$ cat src/rtl/pipeline_latch_bank_if.sv
// Purpose: bundles every signal between the pipeline latch bank and its
//          neighbours (fetch, decode, execute, memory stages and the hazard unit).
// Ports:   slave = latch bank side (stage inputs/commands in, latch fields out);
//          master = surrounding datapath/hazard unit side (directions mirrored).
interface pipeline_latch_bank_if #(
    parameter int WORD_W = 32
);
    // fetch/memory status and hazard-unit commands
    logic              ihit;
    logic              dhit;
    logic              ifid_en;
    logic              ifid_flush;
    logic              idex_en;
    logic              idex_flush;
    logic              exmem_flush;

    // stage inputs
    logic [WORD_W-1:0] if_instr;
    logic [WORD_W-1:0] if_npc;
    logic [4:0]        id_wsel;
    logic              id_regWEN;
    logic              id_dREN;
    logic              id_dWEN;
    logic [2:0]        id_PCSrc;
    logic [2:0]        id_MemToReg;
    logic [WORD_W-1:0] id_rdat1;
    logic [WORD_W-1:0] id_rdat2;
    logic [WORD_W-1:0] id_imm;
    logic [WORD_W-1:0] ex_result;
    logic              ex_ZeroFlag;
    logic [WORD_W-1:0] ex_btarget;
    logic [WORD_W-1:0] mem_dload;

    // IF/ID
    logic [WORD_W-1:0] ifid_instr;
    logic [WORD_W-1:0] ifid_npc;
    logic              ifid_valid;
    logic [4:0]        ifid_rs;
    logic [4:0]        ifid_rt;

    // ID/EX
    logic [4:0]        idex_wsel;
    logic              idex_regWEN;
    logic              idex_dREN;
    logic              idex_dWEN;
    logic [2:0]        idex_PCSrc;
    logic [2:0]        idex_MemToReg;
    logic [WORD_W-1:0] idex_rdat1;
    logic [WORD_W-1:0] idex_rdat2;
    logic [WORD_W-1:0] idex_imm;
    logic [WORD_W-1:0] idex_npc;
    logic              idex_valid;

    // EX/MEM
    logic [4:0]        exmem_wsel;
    logic              exmem_regWEN;
    logic              exmem_dREN;
    logic              exmem_dWEN;
    logic [2:0]        exmem_PCSrc;
    logic [2:0]        exmem_MemToReg;
    logic [WORD_W-1:0] exmem_result;
    logic              exmem_ZeroFlag;
    logic [WORD_W-1:0] exmem_btarget;
    logic [WORD_W-1:0] exmem_wdat;
    logic [WORD_W-1:0] exmem_npc;
    logic              exmem_valid;

    // MEM/WB
    logic [4:0]        memwb_wsel;
    logic              memwb_regWEN;
    logic [2:0]        memwb_MemToReg;
    logic [WORD_W-1:0] memwb_result;
    logic [WORD_W-1:0] memwb_dload;
    logic [WORD_W-1:0] memwb_npc;
    logic              memwb_valid;

    modport slave (
        input  ihit, dhit, ifid_en, ifid_flush, idex_en, idex_flush, exmem_flush,
        input  if_instr, if_npc,
        input  id_wsel, id_regWEN, id_dREN, id_dWEN, id_PCSrc, id_MemToReg,
        input  id_rdat1, id_rdat2, id_imm,
        input  ex_result, ex_ZeroFlag, ex_btarget, mem_dload,
        output ifid_instr, ifid_npc, ifid_valid, ifid_rs, ifid_rt,
        output idex_wsel, idex_regWEN, idex_dREN, idex_dWEN, idex_PCSrc, idex_MemToReg,
        output idex_rdat1, idex_rdat2, idex_imm, idex_npc, idex_valid,
        output exmem_wsel, exmem_regWEN, exmem_dREN, exmem_dWEN, exmem_PCSrc,
        output exmem_MemToReg, exmem_result, exmem_ZeroFlag, exmem_btarget,
        output exmem_wdat, exmem_npc, exmem_valid,
        output memwb_wsel, memwb_regWEN, memwb_MemToReg, memwb_result,
        output memwb_dload, memwb_npc, memwb_valid
    );

    modport master (
        output ihit, dhit, ifid_en, ifid_flush, idex_en, idex_flush, exmem_flush,
        output if_instr, if_npc,
        output id_wsel, id_regWEN, id_dREN, id_dWEN, id_PCSrc, id_MemToReg,
        output id_rdat1, id_rdat2, id_imm,
        output ex_result, ex_ZeroFlag, ex_btarget, mem_dload,
        input  ifid_instr, ifid_npc, ifid_valid, ifid_rs, ifid_rt,
        input  idex_wsel, idex_regWEN, idex_dREN, idex_dWEN, idex_PCSrc, idex_MemToReg,
        input  idex_rdat1, idex_rdat2, idex_imm, idex_npc, idex_valid,
        input  exmem_wsel, exmem_regWEN, exmem_dREN, exmem_dWEN, exmem_PCSrc,
        input  exmem_MemToReg, exmem_result, exmem_ZeroFlag, exmem_btarget,
        input  exmem_wdat, exmem_npc, exmem_valid,
        input  memwb_wsel, memwb_regWEN, memwb_MemToReg, memwb_result,
        input  memwb_dload, memwb_npc, memwb_valid
    );
endinterface

$ cat src/rtl/pipeline_latch_bank.sv
// Purpose:      IF/ID, ID/EX, EX/MEM, MEM/WB registers of the 5-stage pipe, applying hazard enable/flush.
// Latency:      one edge per stage; every output registered (ifid_rs/rt are slices of ifid_instr).
// Backpressure: an outstanding data access (EX/MEM dREN|dWEN without dhit) freezes all four latches.
// Ports:        CLK, nRST (synchronous, active-low); bus = stage inputs, hazard commands, latch fields.
module pipeline_latch_bank #(
    parameter int WORD_W = 32
) (
    input  logic                 CLK,
    input  logic                 nRST,
    pipeline_latch_bank_if.slave bus
);

    typedef struct packed {
        logic [WORD_W-1:0] instr;
        logic [WORD_W-1:0] npc;
        logic              valid;
    } ifid_t;

    typedef struct packed {
        logic [4:0]        wsel;
        logic              regWEN;
        logic              dREN;
        logic              dWEN;
        logic [2:0]        PCSrc;
        logic [2:0]        MemToReg;
        logic [WORD_W-1:0] rdat1;
        logic [WORD_W-1:0] rdat2;
        logic [WORD_W-1:0] imm;
        logic [WORD_W-1:0] npc;
        logic              valid;
    } idex_t;

    typedef struct packed {
        logic [4:0]        wsel;
        logic              regWEN;
        logic              dREN;
        logic              dWEN;
        logic [2:0]        PCSrc;
        logic [2:0]        MemToReg;
        logic [WORD_W-1:0] result;
        logic              ZeroFlag;
        logic [WORD_W-1:0] btarget;
        logic [WORD_W-1:0] wdat;
        logic [WORD_W-1:0] npc;
        logic              valid;
    } exmem_t;

    typedef struct packed {
        logic [4:0]        wsel;
        logic              regWEN;
        logic [2:0]        MemToReg;
        logic [WORD_W-1:0] result;
        logic [WORD_W-1:0] dload;
        logic [WORD_W-1:0] npc;
        logic              valid;
    } memwb_t;

    ifid_t  ifid_q,  ifid_d;
    idex_t  idex_q,  idex_d;
    exmem_t exmem_q, exmem_d;
    memwb_t memwb_q, memwb_d;
    logic   freeze;

    // A data access in MEM that has not completed stalls every stage together,
    // so relative spacing between instructions is preserved across the stall.
    assign freeze = (exmem_q.dREN | exmem_q.dWEN) & ~bus.dhit;

    // IF/ID: flush > enable; an enabled latch with no fetched instruction
    // becomes a bubble because its previous contents moved on to ID/EX.
    always_comb begin
        ifid_d = ifid_q;
        if (bus.ifid_flush) begin
            ifid_d = '0;
        end else if (bus.ifid_en) begin
            if (bus.ihit) begin
                ifid_d.instr = bus.if_instr;
                ifid_d.npc   = bus.if_npc;
                ifid_d.valid = 1'b1;
            end else begin
                ifid_d = '0;
            end
        end
    end

    // ID/EX: flush > enable; disabled holds.
    always_comb begin
        idex_d = idex_q;
        if (bus.idex_flush) begin
            idex_d = '0;
        end else if (bus.idex_en) begin
            idex_d.wsel     = bus.id_wsel;
            idex_d.regWEN   = bus.id_regWEN;
            idex_d.dREN     = bus.id_dREN;
            idex_d.dWEN     = bus.id_dWEN;
            idex_d.PCSrc    = bus.id_PCSrc;
            idex_d.MemToReg = bus.id_MemToReg;
            idex_d.rdat1    = bus.id_rdat1;
            idex_d.rdat2    = bus.id_rdat2;
            idex_d.imm      = bus.id_imm;
            idex_d.npc      = ifid_q.npc;
            idex_d.valid    = ifid_q.valid;
        end
    end

    // EX/MEM: loads every unfrozen edge unless flushed; store data is rdat2.
    always_comb begin
        exmem_d = '0;
        if (!bus.exmem_flush) begin
            exmem_d.wsel     = idex_q.wsel;
            exmem_d.regWEN   = idex_q.regWEN;
            exmem_d.dREN     = idex_q.dREN;
            exmem_d.dWEN     = idex_q.dWEN;
            exmem_d.PCSrc    = idex_q.PCSrc;
            exmem_d.MemToReg = idex_q.MemToReg;
            exmem_d.result   = bus.ex_result;
            exmem_d.ZeroFlag = bus.ex_ZeroFlag;
            exmem_d.btarget  = bus.ex_btarget;
            exmem_d.wdat     = idex_q.rdat2;
            exmem_d.npc      = idex_q.npc;
            exmem_d.valid    = idex_q.valid;
        end
    end

    // MEM/WB: never flushed, loads every unfrozen edge.
    always_comb begin
        memwb_d          = '0;
        memwb_d.wsel     = exmem_q.wsel;
        memwb_d.regWEN   = exmem_q.regWEN;
        memwb_d.MemToReg = exmem_q.MemToReg;
        memwb_d.result   = exmem_q.result;
        memwb_d.dload    = bus.mem_dload;
        memwb_d.npc      = exmem_q.npc;
        memwb_d.valid    = exmem_q.valid;
    end

    always_ff @(posedge CLK) begin
        if (!nRST) begin
            ifid_q  <= '0;
            idex_q  <= '0;
            exmem_q <= '0;
            memwb_q <= '0;
        end else if (!freeze) begin
            ifid_q  <= ifid_d;
            idex_q  <= idex_d;
            exmem_q <= exmem_d;
            memwb_q <= memwb_d;
        end
    end

    assign bus.ifid_instr     = ifid_q.instr;
    assign bus.ifid_npc       = ifid_q.npc;
    assign bus.ifid_valid     = ifid_q.valid;
    assign bus.ifid_rs        = ifid_q.instr[25:21];
    assign bus.ifid_rt        = ifid_q.instr[20:16];

    assign bus.idex_wsel      = idex_q.wsel;
    assign bus.idex_regWEN    = idex_q.regWEN;
    assign bus.idex_dREN      = idex_q.dREN;
    assign bus.idex_dWEN      = idex_q.dWEN;
    assign bus.idex_PCSrc     = idex_q.PCSrc;
    assign bus.idex_MemToReg  = idex_q.MemToReg;
    assign bus.idex_rdat1     = idex_q.rdat1;
    assign bus.idex_rdat2     = idex_q.rdat2;
    assign bus.idex_imm       = idex_q.imm;
    assign bus.idex_npc       = idex_q.npc;
    assign bus.idex_valid     = idex_q.valid;

    assign bus.exmem_wsel     = exmem_q.wsel;
    assign bus.exmem_regWEN   = exmem_q.regWEN;
    assign bus.exmem_dREN     = exmem_q.dREN;
    assign bus.exmem_dWEN     = exmem_q.dWEN;
    assign bus.exmem_PCSrc    = exmem_q.PCSrc;
    assign bus.exmem_MemToReg = exmem_q.MemToReg;
    assign bus.exmem_result   = exmem_q.result;
    assign bus.exmem_ZeroFlag = exmem_q.ZeroFlag;
    assign bus.exmem_btarget  = exmem_q.btarget;
    assign bus.exmem_wdat     = exmem_q.wdat;
    assign bus.exmem_npc      = exmem_q.npc;
    assign bus.exmem_valid    = exmem_q.valid;

    assign bus.memwb_wsel     = memwb_q.wsel;
    assign bus.memwb_regWEN   = memwb_q.regWEN;
    assign bus.memwb_MemToReg = memwb_q.MemToReg;
    assign bus.memwb_result   = memwb_q.result;
    assign bus.memwb_dload    = memwb_q.dload;
    assign bus.memwb_npc      = memwb_q.npc;
    assign bus.memwb_valid    = memwb_q.valid;

endmodule
$ cat src/flat_wrapper.sv
// flat-port wrapper written by rule: the top's interface ports become plain ports
module pipeline_latch_bank_flat 
#(
    parameter int WORD_W = 32
)
  (CLK, nRST, bus_ihit, bus_dhit, bus_ifid_en, bus_ifid_flush, bus_idex_en, bus_idex_flush, bus_exmem_flush, bus_if_instr, bus_if_npc, bus_id_wsel, bus_id_regWEN, bus_id_dREN, bus_id_dWEN, bus_id_PCSrc, bus_id_MemToReg, bus_id_rdat1, bus_id_rdat2, bus_id_imm, bus_ex_result, bus_ex_ZeroFlag, bus_ex_btarget, bus_mem_dload, bus_ifid_instr, bus_ifid_npc, bus_ifid_valid, bus_ifid_rs, bus_ifid_rt, bus_idex_wsel, bus_idex_regWEN, bus_idex_dREN, bus_idex_dWEN, bus_idex_PCSrc, bus_idex_MemToReg, bus_idex_rdat1, bus_idex_rdat2, bus_idex_imm, bus_idex_npc, bus_idex_valid, bus_exmem_wsel, bus_exmem_regWEN, bus_exmem_dREN, bus_exmem_dWEN, bus_exmem_PCSrc, bus_exmem_MemToReg, bus_exmem_result, bus_exmem_ZeroFlag, bus_exmem_btarget, bus_exmem_wdat, bus_exmem_npc, bus_exmem_valid, bus_memwb_wsel, bus_memwb_regWEN, bus_memwb_MemToReg, bus_memwb_result, bus_memwb_dload, bus_memwb_npc, bus_memwb_valid);
  pipeline_latch_bank_if #(.WORD_W(WORD_W)) bus_i ();
  input  logic CLK;
  input  logic nRST;
  input wire logic [$bits(bus_i.ihit)-1:0] bus_ihit;
  input wire logic [$bits(bus_i.dhit)-1:0] bus_dhit;
  input wire logic [$bits(bus_i.ifid_en)-1:0] bus_ifid_en;
  input wire logic [$bits(bus_i.ifid_flush)-1:0] bus_ifid_flush;
  input wire logic [$bits(bus_i.idex_en)-1:0] bus_idex_en;
  input wire logic [$bits(bus_i.idex_flush)-1:0] bus_idex_flush;
  input wire logic [$bits(bus_i.exmem_flush)-1:0] bus_exmem_flush;
  input wire logic [$bits(bus_i.if_instr)-1:0] bus_if_instr;
  input wire logic [$bits(bus_i.if_npc)-1:0] bus_if_npc;
  input wire logic [$bits(bus_i.id_wsel)-1:0] bus_id_wsel;
  input wire logic [$bits(bus_i.id_regWEN)-1:0] bus_id_regWEN;
  input wire logic [$bits(bus_i.id_dREN)-1:0] bus_id_dREN;
  input wire logic [$bits(bus_i.id_dWEN)-1:0] bus_id_dWEN;
  input wire logic [$bits(bus_i.id_PCSrc)-1:0] bus_id_PCSrc;
  input wire logic [$bits(bus_i.id_MemToReg)-1:0] bus_id_MemToReg;
  input wire logic [$bits(bus_i.id_rdat1)-1:0] bus_id_rdat1;
  input wire logic [$bits(bus_i.id_rdat2)-1:0] bus_id_rdat2;
  input wire logic [$bits(bus_i.id_imm)-1:0] bus_id_imm;
  input wire logic [$bits(bus_i.ex_result)-1:0] bus_ex_result;
  input wire logic [$bits(bus_i.ex_ZeroFlag)-1:0] bus_ex_ZeroFlag;
  input wire logic [$bits(bus_i.ex_btarget)-1:0] bus_ex_btarget;
  input wire logic [$bits(bus_i.mem_dload)-1:0] bus_mem_dload;
  output wire logic [$bits(bus_i.ifid_instr)-1:0] bus_ifid_instr;
  output wire logic [$bits(bus_i.ifid_npc)-1:0] bus_ifid_npc;
  output wire logic [$bits(bus_i.ifid_valid)-1:0] bus_ifid_valid;
  output wire logic [$bits(bus_i.ifid_rs)-1:0] bus_ifid_rs;
  output wire logic [$bits(bus_i.ifid_rt)-1:0] bus_ifid_rt;
  output wire logic [$bits(bus_i.idex_wsel)-1:0] bus_idex_wsel;
  output wire logic [$bits(bus_i.idex_regWEN)-1:0] bus_idex_regWEN;
  output wire logic [$bits(bus_i.idex_dREN)-1:0] bus_idex_dREN;
  output wire logic [$bits(bus_i.idex_dWEN)-1:0] bus_idex_dWEN;
  output wire logic [$bits(bus_i.idex_PCSrc)-1:0] bus_idex_PCSrc;
  output wire logic [$bits(bus_i.idex_MemToReg)-1:0] bus_idex_MemToReg;
  output wire logic [$bits(bus_i.idex_rdat1)-1:0] bus_idex_rdat1;
  output wire logic [$bits(bus_i.idex_rdat2)-1:0] bus_idex_rdat2;
  output wire logic [$bits(bus_i.idex_imm)-1:0] bus_idex_imm;
  output wire logic [$bits(bus_i.idex_npc)-1:0] bus_idex_npc;
  output wire logic [$bits(bus_i.idex_valid)-1:0] bus_idex_valid;
  output wire logic [$bits(bus_i.exmem_wsel)-1:0] bus_exmem_wsel;
  output wire logic [$bits(bus_i.exmem_regWEN)-1:0] bus_exmem_regWEN;
  output wire logic [$bits(bus_i.exmem_dREN)-1:0] bus_exmem_dREN;
  output wire logic [$bits(bus_i.exmem_dWEN)-1:0] bus_exmem_dWEN;
  output wire logic [$bits(bus_i.exmem_PCSrc)-1:0] bus_exmem_PCSrc;
  output wire logic [$bits(bus_i.exmem_MemToReg)-1:0] bus_exmem_MemToReg;
  output wire logic [$bits(bus_i.exmem_result)-1:0] bus_exmem_result;
  output wire logic [$bits(bus_i.exmem_ZeroFlag)-1:0] bus_exmem_ZeroFlag;
  output wire logic [$bits(bus_i.exmem_btarget)-1:0] bus_exmem_btarget;
  output wire logic [$bits(bus_i.exmem_wdat)-1:0] bus_exmem_wdat;
  output wire logic [$bits(bus_i.exmem_npc)-1:0] bus_exmem_npc;
  output wire logic [$bits(bus_i.exmem_valid)-1:0] bus_exmem_valid;
  output wire logic [$bits(bus_i.memwb_wsel)-1:0] bus_memwb_wsel;
  output wire logic [$bits(bus_i.memwb_regWEN)-1:0] bus_memwb_regWEN;
  output wire logic [$bits(bus_i.memwb_MemToReg)-1:0] bus_memwb_MemToReg;
  output wire logic [$bits(bus_i.memwb_result)-1:0] bus_memwb_result;
  output wire logic [$bits(bus_i.memwb_dload)-1:0] bus_memwb_dload;
  output wire logic [$bits(bus_i.memwb_npc)-1:0] bus_memwb_npc;
  output wire logic [$bits(bus_i.memwb_valid)-1:0] bus_memwb_valid;
  assign bus_i.ihit = bus_ihit;
  assign bus_i.dhit = bus_dhit;
  assign bus_i.ifid_en = bus_ifid_en;
  assign bus_i.ifid_flush = bus_ifid_flush;
  assign bus_i.idex_en = bus_idex_en;
  assign bus_i.idex_flush = bus_idex_flush;
  assign bus_i.exmem_flush = bus_exmem_flush;
  assign bus_i.if_instr = bus_if_instr;
  assign bus_i.if_npc = bus_if_npc;
  assign bus_i.id_wsel = bus_id_wsel;
  assign bus_i.id_regWEN = bus_id_regWEN;
  assign bus_i.id_dREN = bus_id_dREN;
  assign bus_i.id_dWEN = bus_id_dWEN;
  assign bus_i.id_PCSrc = bus_id_PCSrc;
  assign bus_i.id_MemToReg = bus_id_MemToReg;
  assign bus_i.id_rdat1 = bus_id_rdat1;
  assign bus_i.id_rdat2 = bus_id_rdat2;
  assign bus_i.id_imm = bus_id_imm;
  assign bus_i.ex_result = bus_ex_result;
  assign bus_i.ex_ZeroFlag = bus_ex_ZeroFlag;
  assign bus_i.ex_btarget = bus_ex_btarget;
  assign bus_i.mem_dload = bus_mem_dload;
  assign bus_ifid_instr = bus_i.ifid_instr;
  assign bus_ifid_npc = bus_i.ifid_npc;
  assign bus_ifid_valid = bus_i.ifid_valid;
  assign bus_ifid_rs = bus_i.ifid_rs;
  assign bus_ifid_rt = bus_i.ifid_rt;
  assign bus_idex_wsel = bus_i.idex_wsel;
  assign bus_idex_regWEN = bus_i.idex_regWEN;
  assign bus_idex_dREN = bus_i.idex_dREN;
  assign bus_idex_dWEN = bus_i.idex_dWEN;
  assign bus_idex_PCSrc = bus_i.idex_PCSrc;
  assign bus_idex_MemToReg = bus_i.idex_MemToReg;
  assign bus_idex_rdat1 = bus_i.idex_rdat1;
  assign bus_idex_rdat2 = bus_i.idex_rdat2;
  assign bus_idex_imm = bus_i.idex_imm;
  assign bus_idex_npc = bus_i.idex_npc;
  assign bus_idex_valid = bus_i.idex_valid;
  assign bus_exmem_wsel = bus_i.exmem_wsel;
  assign bus_exmem_regWEN = bus_i.exmem_regWEN;
  assign bus_exmem_dREN = bus_i.exmem_dREN;
  assign bus_exmem_dWEN = bus_i.exmem_dWEN;
  assign bus_exmem_PCSrc = bus_i.exmem_PCSrc;
  assign bus_exmem_MemToReg = bus_i.exmem_MemToReg;
  assign bus_exmem_result = bus_i.exmem_result;
  assign bus_exmem_ZeroFlag = bus_i.exmem_ZeroFlag;
  assign bus_exmem_btarget = bus_i.exmem_btarget;
  assign bus_exmem_wdat = bus_i.exmem_wdat;
  assign bus_exmem_npc = bus_i.exmem_npc;
  assign bus_exmem_valid = bus_i.exmem_valid;
  assign bus_memwb_wsel = bus_i.memwb_wsel;
  assign bus_memwb_regWEN = bus_i.memwb_regWEN;
  assign bus_memwb_MemToReg = bus_i.memwb_MemToReg;
  assign bus_memwb_result = bus_i.memwb_result;
  assign bus_memwb_dload = bus_i.memwb_dload;
  assign bus_memwb_npc = bus_i.memwb_npc;
  assign bus_memwb_valid = bus_i.memwb_valid;
  pipeline_latch_bank #(.WORD_W(WORD_W)) u_core (.CLK(CLK), .nRST(nRST), .bus(bus_i));
endmodule
$ cat config.mk
export PLATFORM = sky130hd
export DESIGN_NAME = pipeline_latch_bank_flat
export DESIGN_NICKNAME = d
export VERILOG_FILES = /design/src/rtl/pipeline_latch_bank_if.sv /design/src/rtl/pipeline_latch_bank.sv /design/src/flat_wrapper.sv
export SDC_FILE = /design/constraint.sdc
export NUM_CORES = 1
export LEC_CHECK = 0
export ABC_CLOCK_PERIOD_IN_PS = 2650
export BUFFER_PORTS_ARGS = -buffer_cell sky130_fd_sc_hd__buf_2
export CORE_AREA = 2 2 290 292
export CTS_BUF_LIST = sky130_fd_sc_hd__clkbuf_16
export CTS_CLUSTER_DIAMETER = 100
export CTS_CLUSTER_SIZE = 20
export DETAILED_ROUTE_END_ITERATION = 7
export DIE_AREA = 0 0 292 294
export SLEW_MARGIN = 20
export SYNTH_ARGS = -nofsm -noshare
export SYNTH_HDL_FRONTEND = slang
export SYNTH_SLANG_ARGS = --single-unit
$ cat constraint.sdc
create_clock -name CLK -period 2.65 [get_ports CLK]
set_clock_uncertainty 0.15 [all_clocks]
set_input_delay 0.265 -clock CLK [delete_from_list [all_inputs] [get_ports CLK]]
set_output_delay 0.265 -clock CLK [all_outputs]
set_load 0.05 [all_outputs]
Word-level counts from Yosys, hierarchy flattened
Index checks and enable logic that the tools add are counted.
Widths: inputs -> output; s select.
{ "word_totals": {"ff_bits": 458, "word_cells": 47, "output_inout_bits": 468, "input_bits": 280} }
{ "op_classes": {"bitwise": 4, "n_reduce_logical": 4, "muxes": 6} }
{ "ops": {"columns": ["operator", "n"], "rows": [
  ["$mux 143", 2],
  ["$mux 65", 3],
  ["$mux 144", 1],
  ["$reduce_and 2->1", 2],
  ["$reduce_bool 2->1", 2],
  ["$not 1->1", 2],
  ["$and 1x1->1", 1],
  ["$or 1x1->1", 1]
]} }

Depth between registers and ports, before layout
{ "logic_depth": {"word_depth": 4, "depth_mapped": 6, "depth_no_buf": 3} }

Worst setup path after synthesis
No wires, ideal clock.
{ "synth_path": {"kind": "reg2reg", "startpoint": "reg u_core.exmem_q (netlist bit u_core.bus.exmem_dREN)", "endpoint": "reg u_core.exmem_q (netlist bit u_core.bus.exmem_npc[0])", "stages_incl_launch_ff": 7, "slack_ns": 0.843, "arrival_time_ns": 1.582, "path_cell_list": "dfxtp_1 o21ba_1 buf_2 buf_2 buf_2 nand2_1 a21boi_0"} }
{ "synth_via": {"elab_chain_cells": 2} }
{ "synth_lines": {"columns": ["item", "line_no", "rtl"], "rows": [
  ["start, declared", "pipeline_latch_bank.sv:60", "exmem_t exmem_q, exmem_d;"],
  ["start signal, assigned", "pipeline_latch_bank.sv:145", "exmem_q <= exmem_d;"],
  ["$or 1x1->1", "pipeline_latch_bank.sv:66", "assign freeze = (exmem_q.dREN | exmem_q.dWEN) & ~bus.dhit;"],
  ["$and 1x1->1", "pipeline_latch_bank.sv:66", null]
]} }
No other way between the ends.
A chain may end at the register's enable or synchronous reset.

Worst setup path after layout
{ "layout_path": {"startpoint": "reg u_core.exmem_q (netlist bit u_core.bus.exmem_dREN)", "endpoint": "reg u_core.idex_q (netlist bit u_core.bus.idex_imm[10])"} }
{ "layout_via": {"elab_chain_cells": 4} }
{ "layout_lines": {"columns": ["item", "line_no", "rtl"], "rows": [
  ["$or 1x1->1", "pipeline_latch_bank.sv:66", null],
  ["$and 1x1->1", "pipeline_latch_bank.sv:66", null],
  ["$not 1->1 (no source line)", null, null],
  ["$reduce_and 2->1 (no source line)", null, null],
  ["end signal, assigned", "pipeline_latch_bank.sv:144", "idex_q <= idex_d;"],
  ["end, declared", "pipeline_latch_bank.sv:59", "idex_t idex_q, idex_d;"]
]} }
No other way between the ends.

==> insert_results.sql <==
INSERT INTO impl_metrics (metric_group, metric, value, unit) VALUES
('timing', 'max-slew-margin-rel', '48.46', '%'),
('synth', 'synth_area_leader_cell', 'sky130_fd_sc_hd__dfxtp_1', ''),
('floorplanning', 'start_util', '22.47', '%'),
('worst_hold_path', 'holdCritPathClass', 'input port to flop', ''),
('final_layout', 'num-nets-final', '3223', ''),
('critical_path', 'worst-endpoint-required', '3060', 'ps'),
('power_and_ir_drop', 'total_leakage_power', '12.19', 'nW'),
('floorplanning', 'floorplan.die.width', '292', 'µm'),
('timing', 'max_freq', '0.3897', 'GHz'),
('final_layout', 'fillers', '8556', ''),
('critical_path', 'worst_r2r_path_depth', '5', ''),
('power_and_ir_drop', 'cellPowerDensity', '526.0', 'nW/µm²'),
('timing', 'post-route-period-util', '96.83', '%'),
('timing', 'totalNegativeSetupSlack', '0', 'ps'),
('clock_network', 'clkLatencyLatePin', '610', 'ps'),
('critical_path', 'path_depth', '5', ''),
('synth', 'yosysUniqueCellTypes', '16', ''),
('detailed_routing', 'vias', '17240', ''),
('power_and_ir_drop', 'ir_worst_vdd', '0.4289', 'mV'),
('synth', 'synthMuxAreaShare', '11.18', '%'),
('critical_path', 'worstPathCellList', 'o21ba_4 > nor2_4 > buf_16 > mux2i_1 > dlygate4sd3_1', ''),
('global_route', 'grt_pass1_wl', '101700', 'µm'),
('critical_path', 'critical_path_max_stage_delay', '580', 'ps'),
('global_route', 'grt.overflow.total', '0', ''),
('floorplanning', 'design.portCount', '748', ''),
('placed_design', 'buffer_ports.inserted', '747', ''),
('global_route', 'grt_util_all_layers', '14.83', '%'),
('synth', 'netlist_instances', '2030', ''),
('synth', 'cell_area_after_synthesis', '18630', 'µm²'),
('timing', 'finalSetupViolCount', '0', ''),
('synth', 'adder_and_majority_gate_portion_of_the_synthesized_area', '0', '%'),
('critical_path', 'critical_path_buf_inv_count', '2', ''),
('placed_design', 'detailed_place_hpwl', '46450', 'µm'),
('timing', 'finalCriticalPeriod', '2566', 'ps'),
('final_layout', 'post_route_cells_drive_above_1_share', '27.89', '%'),
('placed_design', 'placedCellCount', '3704', ''),
('synth', 'syn_area_per_cell', '9.176', 'µm²'),
('clock_network', 'cts_num_sinks', '458', ''),
('floorplanning', 'die_h', '294', 'µm'),
('detailed_routing', 'first_iter_violations', '805', ''),
('placed_design', 'routabilityCongestion', '0.8051', ''),
('timing', 'finalHoldViolations', '0', ''),
('floorplanning', 'coreArea', '82890', 'µm²'),
('global_route', 'pin_count_of_the_biggest_net_entering_global_routing', '153', ''),
('detailed_routing', 'vias_per_cell', '4.278', ''),
('synth', 'mappedNetlistNets', '2310', ''),
('clock_network', 'tritoncts', 'yes', ''),
('status', 'run_status', 'completed', ''),
('synth', 'synth_seq_cells', '458', ''),
('synth', 'synth_compound_gate_area_share', '10.19', '%'),
('detailed_routing', 'drt_drc_violations_left', '0', ''),
('final_layout', 'fin_cells', '4030', ''),
('critical_path', 'arrival', '2970', 'ps'),
('timing', 'report.final.slew_viol_count', '0', ''),
('global_route', 'antenna_violations_before_repair', '6', ''),
('global_route', 'grt_pass1_vias', '16914', ''),
('detailed_routing', 'drt_first_pass_iters', '4', ''),
('synth', 'synthXorXnorAreaFrac', '0', '%'),
('critical_path', 'worst_setup_path_end_kind', 'flop', ''),
('worst_hold_path', 'worstHoldPathCells', '3', ''),
('detailed_routing', 'wl', '67770', 'µm'),
('flow_run', 'cap_viol_max_count', '0', ''),
('timing', 'setup_repair_after_global_routing_missed_its_margin', 'no', ''),
('clock_network', 'clockRootBuffer', 'sky130_fd_sc_hd__clkbuf_16', ''),
('clock_network', 'tritoncts.num_buffers', '28', ''),
('critical_path', 'start_kind', 'flop', ''),
('final_layout', 'flow.area_growth_from_synthesis', '44.98', '%'),
('floorplanning', 'design.die.area', '85850', 'µm²'),
('clock_network', 'clk_path_buf_depth', '3', ''),
('timing', 'worstMarginPinSlew', '773.1', 'ps'),
('critical_path', 'worst_path_dominant_cell_family', 'buffers and inverters', '');
[stage by stage]
stage | instance area [µm²] | setup WS [ps] | hold slack [ps] | utilization (%) | power [mW]
after floorplan | 18630 | 842.6 | 257.2 | - | 8.859
after global placement | 23320 | 728.8 | 289.1 | 28.13 | 9.549
after detailed placement | 23320 | 699.6 | 293.3 | 28.13 | 9.555
after CTS | 26990 | 159.8 | 58.50 | 32.56 | 14.39
after global routing | 27000 | 1.745 | 97.29 | 32.57 | 14.77
final | 27010 | 84.07 | 84.65 | 32.58 | 14.21
[layer usage]
metal,part of all wire (%),up-vias,track usage (%)
met4,2.7,0,4.727
met2,48,519,25.63
met1,44,8085,18.49
met5,0,-,0
met3,5.7,86,2.900
li1,-,8550,-
[power by group]
group          switching, mW  internal (mW)  leakage, nW  total [mW]
clock                   2.49           1.98        0.382        4.47
sequential             0.151           7.10         3.73        7.25
combinational           1.54          0.947         8.08        2.49
total                   4.18           10.0         12.2        14.2
[worst min-delay path: cells and delay by family]
| family | cells | cell delay (ps) |
|---|---|---|
| buffers and inverters | 1 | 300 |
| AND/OR/NAND/NOR | 1 | 150 |
| AO/OA/AOI/OAI | 1 | 70 |
[Yosys cell counts, drive strengths merged]
| library cell | n |
|---|---|
| and3b | 1 |
| nor2 | 4 |
| dfxtp | 458 |
| nand2 | 628 |
| o21bai | 1 |
| o21ba | 1 |
| a21boi | 250 |
| inv | 1 |
| mux2i | 208 |
| nand3b | 287 |
| buf | 80 |
| clkbuf | 111 |
[area by class of cell]
cell class	count	area, µm²	share of cell area, %
antenna	3	7.507	0.02780
clock buffer	29	725.7	2.687
clock inverter	5	51.30	0.1900
inverter	1	3.754	0.01390
multi-input combinational	1380	8546	31.64
sequential	458	9169	33.95
tap	1080	1351	5.004
timing repair buffer	1074	7152	26.48
[path summary, 6_finish.rpt]
path / slack [ps] / start / to
max: 80 / u_core.bus.exmem_dREN$_SDFFE_PN0N_ / u_core.bus.idex_imm[10]$_SDFFE_PN0P_
min: 80 / bus_exmem_flush / u_core.bus.exmem_result[24]$_SDFFE_PN0N_
max reg2reg: 80 / u_core.bus.exmem_dREN$_SDFFE_PN0N_ / u_core.bus.idex_imm[10]$_SDFFE_PN0P_
min reg2reg: 310 / u_core.bus.idex_rdat1[24]$_SDFFE_PN0P_ / u_core.bus.idex_rdat1[24]$_SDFFE_PN0P_
[what timing repair did]
action,CTS,global route
hold buffers,289,0
endpoints found under the hold margin,276,0
endpoints found under the setup margin,0,1
gates resized for setup,0,1
setup buffers,0,0
[registers in the layout, summed over array words and instances, names as in the netlist, 32 cells and up]
signal	count
u_core.bus.idex_rdat2	32
u_core.bus.ifid_npc	32
u_core.bus.exmem_result	32
u_core.bus.idex_npc	32
u_core.bus.memwb_result	32
u_core.bus.exmem_npc	32
u_core.bus.exmem_wdat	32
u_core.bus.exmem_btarget	32
u_core.bus.idex_rdat1	32
u_core.bus.memwb_dload	32
u_core.bus.ifid_instr	32
u_core.bus.idex_imm	32
u_core.bus.memwb_npc	32
[kinds of logic (layout without fill, tap and decap cells)]
| family | after synthesis | count (layout) |
|---|---|---|
| AND/OR/NAND/NOR | 920 | 920 |
| flip-flops | 458 | 458 |
| AO/OA/AOI/OAI | 252 | 252 |
| multiplexers | 208 | 208 |
| buffers and inverters | 192 | 1109 |
| other | 0 | 3 |
[placed cells by master (no fill, tap or decap)]
cell	n
sky130_fd_sc_hd__buf_2	744
sky130_fd_sc_hd__nand2_1	628
sky130_fd_sc_hd__dfxtp_1	458
sky130_fd_sc_hd__dlygate4sd3_1	289
sky130_fd_sc_hd__nand3b_1	287
sky130_fd_sc_hd__a21boi_0	250
sky130_fd_sc_hd__mux2i_1	208
sky130_fd_sc_hd__clkbuf_16	29
sky130_fd_sc_hd__buf_4	23
sky130_fd_sc_hd__buf_12	16
sky130_fd_sc_hd__diode_2	3
sky130_fd_sc_hd__inv_1	2
sky130_fd_sc_hd__nor2_1	2
sky130_fd_sc_hd__nor2_4	2
sky130_fd_sc_hd__and3b_2	1
sky130_fd_sc_hd__o21ba_4	1
sky130_fd_sc_hd__o21bai_4	1
sky130_fd_sc_hd__clkinv_1	1
sky130_fd_sc_hd__inv_12	1
sky130_fd_sc_hd__inv_16	1
sky130_fd_sc_hd__clkinvlp_4	1
sky130_fd_sc_hd__buf_8	1
sky130_fd_sc_hd__buf_16	1
No activity file was read; power rests on OpenSTA's default activity.
